===== src/rtl/multicycle_alu.sv =====
// multicycle_alu: WIDTH-bit ALU with a registered result, a persistent
// {Z,C,N,O} flag register and a Start/Busy/Done handshake. Single-cycle ops
// complete at the accepting edge; multiply and divide iterate WIDTH times.
module multicycle_alu #(
  parameter int WIDTH = 32
) (
  input  logic             Clock,
  input  logic             Reset,
  input  logic             Start,
  input  logic [WIDTH-1:0] A,
  input  logic [WIDTH-1:0] B,
  input  logic [4:0]       FunSel,
  input  logic             WF,
  output logic [WIDTH-1:0] ALUOut,
  output logic [3:0]       FlagsOut,
  output logic             Busy,
  output logic             Done
);

  localparam int CW = $clog2(WIDTH + 1);

  typedef enum logic {IDLE, RUN} state_t;

  state_t           state, state_next;
  logic [CW-1:0]    count;
  logic [WIDTH-1:0] hi, lo, m;     // shared multiply/divide working registers
  logic [1:0]       op;            // op[1]: divide, op[0]: high half / remainder
  logic             wf_q;
  logic             iter_sel;
  logic             load_iter, write_single, write_iter;

  // single-cycle datapath results
  logic [WIDTH-1:0] s_res;
  logic             s_c, s_o, s_zn;

  // iterative datapath results
  logic [WIDTH:0]   mul_sum, div_shift, div_diff;
  logic             div_ge;
  logic [WIDTH-1:0] nxt_hi, nxt_lo, i_res;

  assign iter_sel = FunSel[4] & (FunSel[3:2] == 2'b00);
  assign Busy     = (state == RUN);

  // State register.
  always_ff @(posedge Clock) begin
    // NOTE: sequential state uses non-blocking assignments so every register
    // samples pre-edge values regardless of statement order.
    if (Reset) state <= IDLE;
    else       state <= state_next;
  end

  // Next state and control strobes.
  always_comb begin
    // NOTE: every output of a combinational block gets a default first, so no
    // path through the case leaves a value unassigned (which infers a latch).
    state_next   = state;
    load_iter    = 1'b0;
    write_single = 1'b0;
    write_iter   = 1'b0;
    case (state)
      IDLE: begin
        if (Start) begin
          if (iter_sel) begin
            load_iter  = 1'b1;
            state_next = RUN;
          end else begin
            write_single = 1'b1;
          end
        end
      end
      RUN: begin
        if (count == CW'(1)) begin
          write_iter = 1'b1;
          state_next = IDLE;
        end
      end
      default: state_next = IDLE;
    endcase
  end

  // Single-cycle operation result and flag candidates.
  always_comb begin
    s_res = '0;
    s_c   = FlagsOut[2];
    s_o   = FlagsOut[0];
    s_zn  = 1'b1;
    case (FunSel)
      5'b00000: s_res = A;
      5'b00001: s_res = B;
      5'b00010: s_res = ~A;
      5'b00011: s_res = ~B;
      5'b00100: begin
        {s_c, s_res} = {1'b0, A} + {1'b0, B};
        s_o = (A[WIDTH-1] == B[WIDTH-1]) && (s_res[WIDTH-1] != A[WIDTH-1]);
      end
      5'b00101: begin
        {s_c, s_res} = {1'b0, A} + {1'b0, B} + {{WIDTH{1'b0}}, FlagsOut[2]};
        s_o = (A[WIDTH-1] == B[WIDTH-1]) && (s_res[WIDTH-1] != A[WIDTH-1]);
      end
      5'b00110: begin
        {s_c, s_res} = {1'b0, A} + {1'b0, ~B} + (WIDTH+1)'(1);
        s_o = (A[WIDTH-1] != B[WIDTH-1]) && (s_res[WIDTH-1] != A[WIDTH-1]);
      end
      5'b00111: s_res = A & B;
      5'b01000: s_res = A | B;
      5'b01001: s_res = A ^ B;
      5'b01010: s_res = ~(A & B);
      5'b01011: begin s_res = {A[WIDTH-2:0], 1'b0};         s_c = A[WIDTH-1]; end
      5'b01100: begin s_res = {1'b0, A[WIDTH-1:1]};         s_c = A[0];       end
      5'b01101: begin s_res = {A[WIDTH-1], A[WIDTH-1:1]};   s_c = A[0];       end
      5'b01110: begin s_res = {A[WIDTH-2:0], FlagsOut[2]};  s_c = A[WIDTH-1]; end
      5'b01111: begin s_res = {FlagsOut[2], A[WIDTH-1:1]};  s_c = A[0];       end
      default:  s_zn = 1'b0;   // reserved codes: result 0, flags untouched
    endcase
  end

  // One shift-add multiply step or one restoring-divide step.
  always_comb begin
    mul_sum   = {1'b0, hi} + (lo[0] ? {1'b0, m} : '0);
    div_shift = {hi, lo[WIDTH-1]};
    div_diff  = div_shift - {1'b0, m};
    div_ge    = ~div_diff[WIDTH];
    if (op[1]) begin
      nxt_hi = div_ge ? div_diff[WIDTH-1:0] : div_shift[WIDTH-1:0];
      nxt_lo = {lo[WIDTH-2:0], div_ge};
    end else begin
      nxt_hi = mul_sum[WIDTH:1];
      nxt_lo = {mul_sum[0], lo[WIDTH-1:1]};
    end
    i_res = op[0] ? nxt_hi : nxt_lo;
  end

  // Datapath, result and flag registers.
  always_ff @(posedge Clock) begin
    if (Reset) begin
      count    <= '0;
      hi       <= '0;
      lo       <= '0;
      m        <= '0;
      op       <= '0;
      wf_q     <= 1'b0;
      ALUOut   <= '0;
      FlagsOut <= '0;
      Done     <= 1'b0;
    end else begin
      Done <= write_single | write_iter;
      if (load_iter) begin
        count <= CW'(WIDTH);
        op    <= FunSel[1:0];
        wf_q  <= WF;
        hi    <= '0;
        lo    <= FunSel[1] ? A : B;
        m     <= FunSel[1] ? B : A;
      end else if (state == RUN) begin
        count <= count - CW'(1);
        hi    <= nxt_hi;
        lo    <= nxt_lo;
      end
      if (write_single) begin
        ALUOut <= s_res;
        if (WF && s_zn)
          FlagsOut <= {s_res == '0, s_c, s_res[WIDTH-1], s_o};
      end
      if (write_iter) begin
        ALUOut <= i_res;
        if (wf_q)
          FlagsOut <= {i_res == '0, FlagsOut[2], i_res[WIDTH-1],
                       (op[1] && m == '0) ? 1'b1 : FlagsOut[0]};
      end
    end
  end

endmodule


===== config.mk =====
export PLATFORM = sky130hd
export DESIGN_NAME = multicycle_alu
export DESIGN_NICKNAME = d
export VERILOG_FILES = /design/src/rtl/multicycle_alu.sv
export SDC_FILE = /design/constraint.sdc
export NUM_CORES = 1
export LEC_CHECK = 0
export ABC_CLOCK_PERIOD_IN_PS = 5900
export CAP_MARGIN = 10
export CORE_ASPECT_RATIO = 0.9
export CORE_MARGIN = 2
export CORE_UTILIZATION = 30
export DETAILED_ROUTE_END_ITERATION = 10
export PLACE_DENSITY = 0.57
export SLEW_MARGIN = 25
export SYNTH_ARGS = -nofsm -noshare
export SYNTH_HDL_FRONTEND = slang
export SYNTH_SLANG_ARGS = --single-unit

===== constraint.sdc =====
create_clock -name Clock -period 5.9 [get_ports Clock]
set_clock_uncertainty 0.1 [all_clocks]
set_input_delay 1.475 -clock Clock [delete_from_list [all_inputs] [get_ports Clock]]
set_output_delay 1.475 -clock Clock [all_outputs]
set_load 0.1 [all_outputs]

* Yosys cells after proc, flatten, opt, wreduce, memory -nomap -nowiden *
Cells that the tools add are included.
Widths: inputs -> output; s select.

cells by class
  add/sub/neg operators = 7
  $mul = 0
  div/mod/pow operators = 0
  magnitude comparators = 0
  eq/ne operators = 23
  shift operators = 0
  multiplexer cells = 32
  bitwise operators = 10
  reduce and logical (&&, ||, !) cells = 16

operators by type and width
  cell                   number
  $pmux 32 s16           1
  $mux 32                11
  $add 32x32->33         3
  $logic_not 32->1       3
  $not 32->32            3
  $eq 5x4->1 const B     8
  $add 33x1->33          1
  $add 33x1->33 const B  1
  $sub 33x32->33         1
  $and 32x32->32         1
  $or 32x32->32          1
  $xor 32x32->32         1
  $eq 5x3->1 const B     4
  $mux 4                 4
  $reduce_or 16->1       1
  $mux 6                 2
  $mux 1                 11
  $eq 5x2->1 const B     2
  $eq 6x1->1 const B     1
  $sub 6x1->6 const B    1
  $eq 5x1->1 const B     1
  $logic_and 1x1->1      5
  $logic_not 5->1        1
  $pmux 1 s5             1
  other kinds (13)       19

word-level totals
  bits in registers = 143
  latch bits = 0
  memory bits (writable) = 0
  bits in read-only memories = 0
  logic and storage cells = 101
  memories kept = 0

* Logic depth before layout (Yosys ltp) *
  depth in word-level cells = 10
  depth in mapped cells = 19
  mapped depth without buffers = 17

* Worst setup path before layout *
OpenSTA, ideal clock, no wires.

  path type = input port to flip-flop
  start = input port A[0]
  end = register FlagsOut[3]
  setup time = 0.066 ns
  arrival = 5.388 ns
  required time = 5.734 ns
  slack = 0.346 ns
  cell stages on the path = 15
  path buffers = 0
  cells stage by stage = ha_1 fa_1 a211oi_2 o211ai_1 and3_1 and3_1 a211oi_1 nand3_1 or4_1 xor2_1 o21ai_0 or4_1 nor3_1 nand4_1 a2bb2oi_2

between the ends
  longest elaborated chain between the ends = 8
  elaborated cells on any way between the ends = 15
  classes of those cells = add/sub (4); mux (5); bitwise (5); reduce/logical (1)

ends and longest elaborated chain
  item                                    line  text
  start: declaration                      10    input logic [WIDTH-1:0] A,
  $add 32x32->33 (tied with other cells)  101   {s_c, s_res} = {1'b0, A} + {1'b0, ~B} + (WIDTH+1)'(1);
  $add 33x1->33 (tied with other cells)   101
  $pmux 32 s16 *                          87    case (FunSel)
  $logic_not 32->1 *                      162   FlagsOut <= {s_res == '0, s_c, s_res[WIDTH-1], s_o};
  $mux 4 *                                161   if (WF && s_zn)
  $mux 4 *                                159   if (write_single) begin
  $mux 4                                  166   if (wf_q)
  $mux 4 *                                164   if (write_iter) begin
  end signal: assignment                  162
  end signal: assignment                  167   FlagsOut <= {i_res == '0, FlagsOut[2], i_res[WIDTH-1],
  end: declaration                        15    output logic [3:0] FlagsOut,

Every way passes the cells marked *; elsewhere a longest branch is shown, timed or not. The select of a mux whose other input is x is not followed.
A chain may end at the register's enable or synchronous reset.

* Final worst setup path *
  start = input port B[0]
  end = register FlagsOut[3]

between the ends
  longest elaborated chain between the ends = 9
  elaborated cells on any way between the ends = 15
  classes of those cells = add/sub (4); mux (5); bitwise (5); reduce/logical (1)

ends and longest elaborated chain
  item                line     text
  start: declaration  11       input logic [WIDTH-1:0] B,
  $not 32->32         91, 101
  $add 32x32->33      101
  $add 33x1->33       101
  $pmux 32 s16 *      87
  $logic_not 32->1 *  162
  $mux 4 *            161
  $mux 4 *            159
  $mux 4              166
  $mux 4 *            164

Marks and branches as above.

==> impl_results.md <==
* F_max at 171 MHz
* CTS Buffer Depth at 2
* Yosys cell types at 90
* Crit path largest cell delay at 460 ps
* Power share of the clock group at 0.254
* CP startpoint: B[0]
* CP bufs+invs at 6
* Layout area overhead at 26.6%
* Antenna Nets Post-Route at 0
* PortBufs at 110
* Seq/Total Area, Yosys at 0.147
* Async SR Flop Fraction at 0
* Pwr per Cell Area at around 170 mW/mm2
* Synthesized area at slightly below 0.02 mm2
* First-pass GRT wire length at 130000 um
* Pre-CTS WS at -409 ps
* Register area at 0.00287 mm2
* Hold Path Origin: lo[30]$_SDFFE_PP0P_
* Crit share post-route at 0.989
* Cell internal pwr at between 0.002 and 0.003 W
* Vias in the first global route at 21065
* Die height at 246 um
* CTS Buf Count at 17
* Layout cell share with drive strength beyond 1 at 0.166
* Largest area contributor in the netlist: dfxtp_1
* Slowest CP cell: clkdlybuf4s50_1
* Die extent in x at between 200 and 300 um
* Post-DP HPWL at 69100 um
* GRT Util Overall at 0.250
* DR iter-0 viols at 2781
* H-tree levels at 4
* Slew headroom at 0.334
* Switching power at between 0.0015 and 0.002 W
* DIE AREA at 0.0671 mm2
* Max Slew Vio Count at 0
* Max VDD drop at 0.000162 V
* Multi-input logic area at 0.0156 mm2
* Min setup slack post-route at approximately 67 ps
* Maxcap violations at 0
* Mapped Nets at 2964
* Row Count at 88
* Clock Sinks at 143
* Status: finished, final reports clean
* CP required at 6180 ps
* Total gr overflow at 0
* Cells after Synth at around 2700
* Post-synth EDFFs at 0
* Ordered cell list for the critical path: clkdlybuf4s50_1 > ha_1 > fa_2 > a211oi_2 > buf_4 > o211ai_1 > a32oi_1 > o2111ai_2 > nor4b_2 > buf_4 > buf_4 > nand4_1 > buf_4 > nor3_2 > buf_4 > nor3b_2 > xor2_1 > o21ai_1 > nor4_2 > nand4_1 > a2bb2oi_2
* Fillers at between 6000 and 7000
* Measured slew at the worst slew-check pin at 996 ps
* Root buffer cell: clkbuf_16
* RD Place Congestion at 0.971
* Routed Wire Length at 86400 um
* CP Launch Type: input pin
* DRC at 0
* Final setup violation count at 0
* Clock Pin Slew Worst Setup and Hold Paths at roughly 70 ps
* Main synth FF type: dfxtp_1
* RR Startpoint: lo[31]$_SDFFE_PP0P_
* Pin count of the biggest net entering global routing at 91
* Worst path most repeated cell: buf_4
* Family with the most delay on the worst path: simple AND/OR/NAND/NOR gates
* Via/cell ratio at 5.79
* Antenna violations before repair at 0
* Sw Ratio at 0.416
* Routed via count at about 23000
* Combinational cell fraction of total power at 0.502
* Arrival @ worst endpoint at 6110 ps
* Synth area leaders: dfxtp_1, ha_1, mux2i_1
* Avg Inst Size Synth at 7.19 um2
* IO Count at 111
* Worst Hold Class: flip-flop to flip-flop
* Setup CP Type: input pin to flip-flop
* Wire per inst at 22.0 um
* Core outline area at about 0.064 mm2
* Synth top cells by count: nor2_1, a21oi_1, nand2_1, ha_1, inv_1
* Final Hold Fails at 0
* Util after Layout at 0.385
* RSZ-0062 raised after global routing: yes
* Fin crit period at 5830 ps
* Pre-antenna DRT Iters at 8
* Crit path max fanout at 6
* CTS tree: done
* Yosys top cell area share at 0.147
* CP Capture Type: flip-flop
* Clk Latency, worst-skew pair at 440 ps
* Most common cell in the netlist: nor2_1
* FF+latch count, synth at 143
* Nets at 3308
* Seq pwr share at 0.244
* Starting Density at 0.304
* Yosys warns at 0
* Leakage Power at 10.2 nW
-- registers in the layout (all words and copies together) (netlist names) --
signal    flops
lo           32
FlagsOut      4
ALUOut       32
Done          1
m            32
op            2
hi           32
count         6
wf_q          1
Busy          1
-- cell type report --
cell class	instances	area share
Clock buffer	20	0.0177
Antenna cell	1	0.000101
Timing Repair Buffer	500	0.164
Inverter	156	0.0237
Multi-Input combinational cell	2241	0.630
Clock inverter	11	0.00542
Sequential cell	143	0.116
Tap cell	855	0.0433
-- path summary, 6_finish.rpt --
kind | end | slack [ps] | depth (start not counted)
max | FlagsOut[3]$_SDFF_PP0_ | 70 | 21
min | lo[30]$_SDFFE_PP0P_ | 370 | 2
max reg2reg | FlagsOut[3]$_SDFF_PP0_ | 120 | 17
min reg2reg | lo[30]$_SDFFE_PP0P_ | 370 | 2
-- per-stage QoR --
| stage | hold WS, ps | std cells | setup TNS, ps | power (W) | cell area, um2 |
|---|---|---|---|---|---|
| global route | 401 | 3926 | -194 | 0.00453 | 24700 |
| CTS | 369 | 3925 | 0 | 0.00427 | 24600 |
| finish | 368 | 3927 | 0 | 0.00432 | 24700 |
| floorplan | 333 | 2715 | 0 | 0.00229 | 19500 |
| global placement | 356 | 3894 | -2730 | 0.00318 | 24000 |
| detailed placement | 352 | 3894 | -2960 | 0.00318 | 24000 |
-- logic make-up (layout without fill, tap and decap cells) --
group / after synthesis / in the layout / synth area share
other: 0 / 1 / 0
adder cells (fa/ha/maj): 176 / 176 / 0.114
AO/OA/AOI/OAI: 885 / 885 / 0.311
buffers and inverters: 331 / 687 / 0.0647
multiplexers: 151 / 151 / 0.0844
flip-flops: 143 / 143 / 0.147
XOR/XNOR: 138 / 138 / 0.0623
AND/OR/NAND/NOR: 891 / 891 / 0.216
-- what timing repair did --
action,CTS,global route
buffers inserted,0,1
endpoints found under the setup margin,0,12
resized for setup,0,22
hold buffers,0,0
hold endpoints to repair,0,0
-- cells in the final DEF (no fill, tap or decap), types with 13 or more instances in the layout --
cell type        instances
nand2b_1                22
nor2_1                 309
mux2_2                  18
or3_1                   15
a211o_1                 13
mux2i_1                124
a222oi_1                22
o22ai_1                 15
o221ai_1                30
nor3_1                  57
o21a_1                  18
xnor2_1                 96
clkbuf_16               17
nand3_1                 55
o21bai_1                15
a221oi_1                35
o31ai_1                 15
a31oi_1                 18
xor2_1                  41
buf_4                  389
inv_1                  154
nor4_1                  23
a2111oi_0               17
nor2b_1                 21
nand2_1                216
a22oi_1                 43
a21o_1                  40
a21oi_1                236
a211oi_1               100
clkdlybuf4s50_1        106
ha_1                   171
nand4_1                 25
and2_1                  45
o211ai_1                30
o21ai_0                127
dfxtp_1                140
and3_1                  20
-- routing by layer --
metal / wire [um] / vias up / GRT usage
met1: 40500 / 10881 / 0.367
met4: 3000 / 0 / 0.0837
li1: - / 10773 / -
met3: 7660 / 130 / 0.0439
met2: 35300 / 965 / 0.365
met5: 0 / - / 0
-- power groups by stage --
stage	sequential [W]	combinational, W	clock, W
floorplan	0.00114	0.00115	0
global placement	0.00107	0.00211	0
detailed placement	0.00107	0.00211	0
CTS	0.00105	0.00212	0.00110
global route	0.00106	0.00233	0.00115
finish	0.00105	0.00217	0.00109
-- worst min-delay path: cells and delay by family (launching register included) --
kind | cells | cell delay, ps
AO/OA/AOI/OAI | 1 | 50
flip-flops | 1 | 320
AND/OR/NAND/NOR | 1 | 50
(Power assumes the default switching activity.)
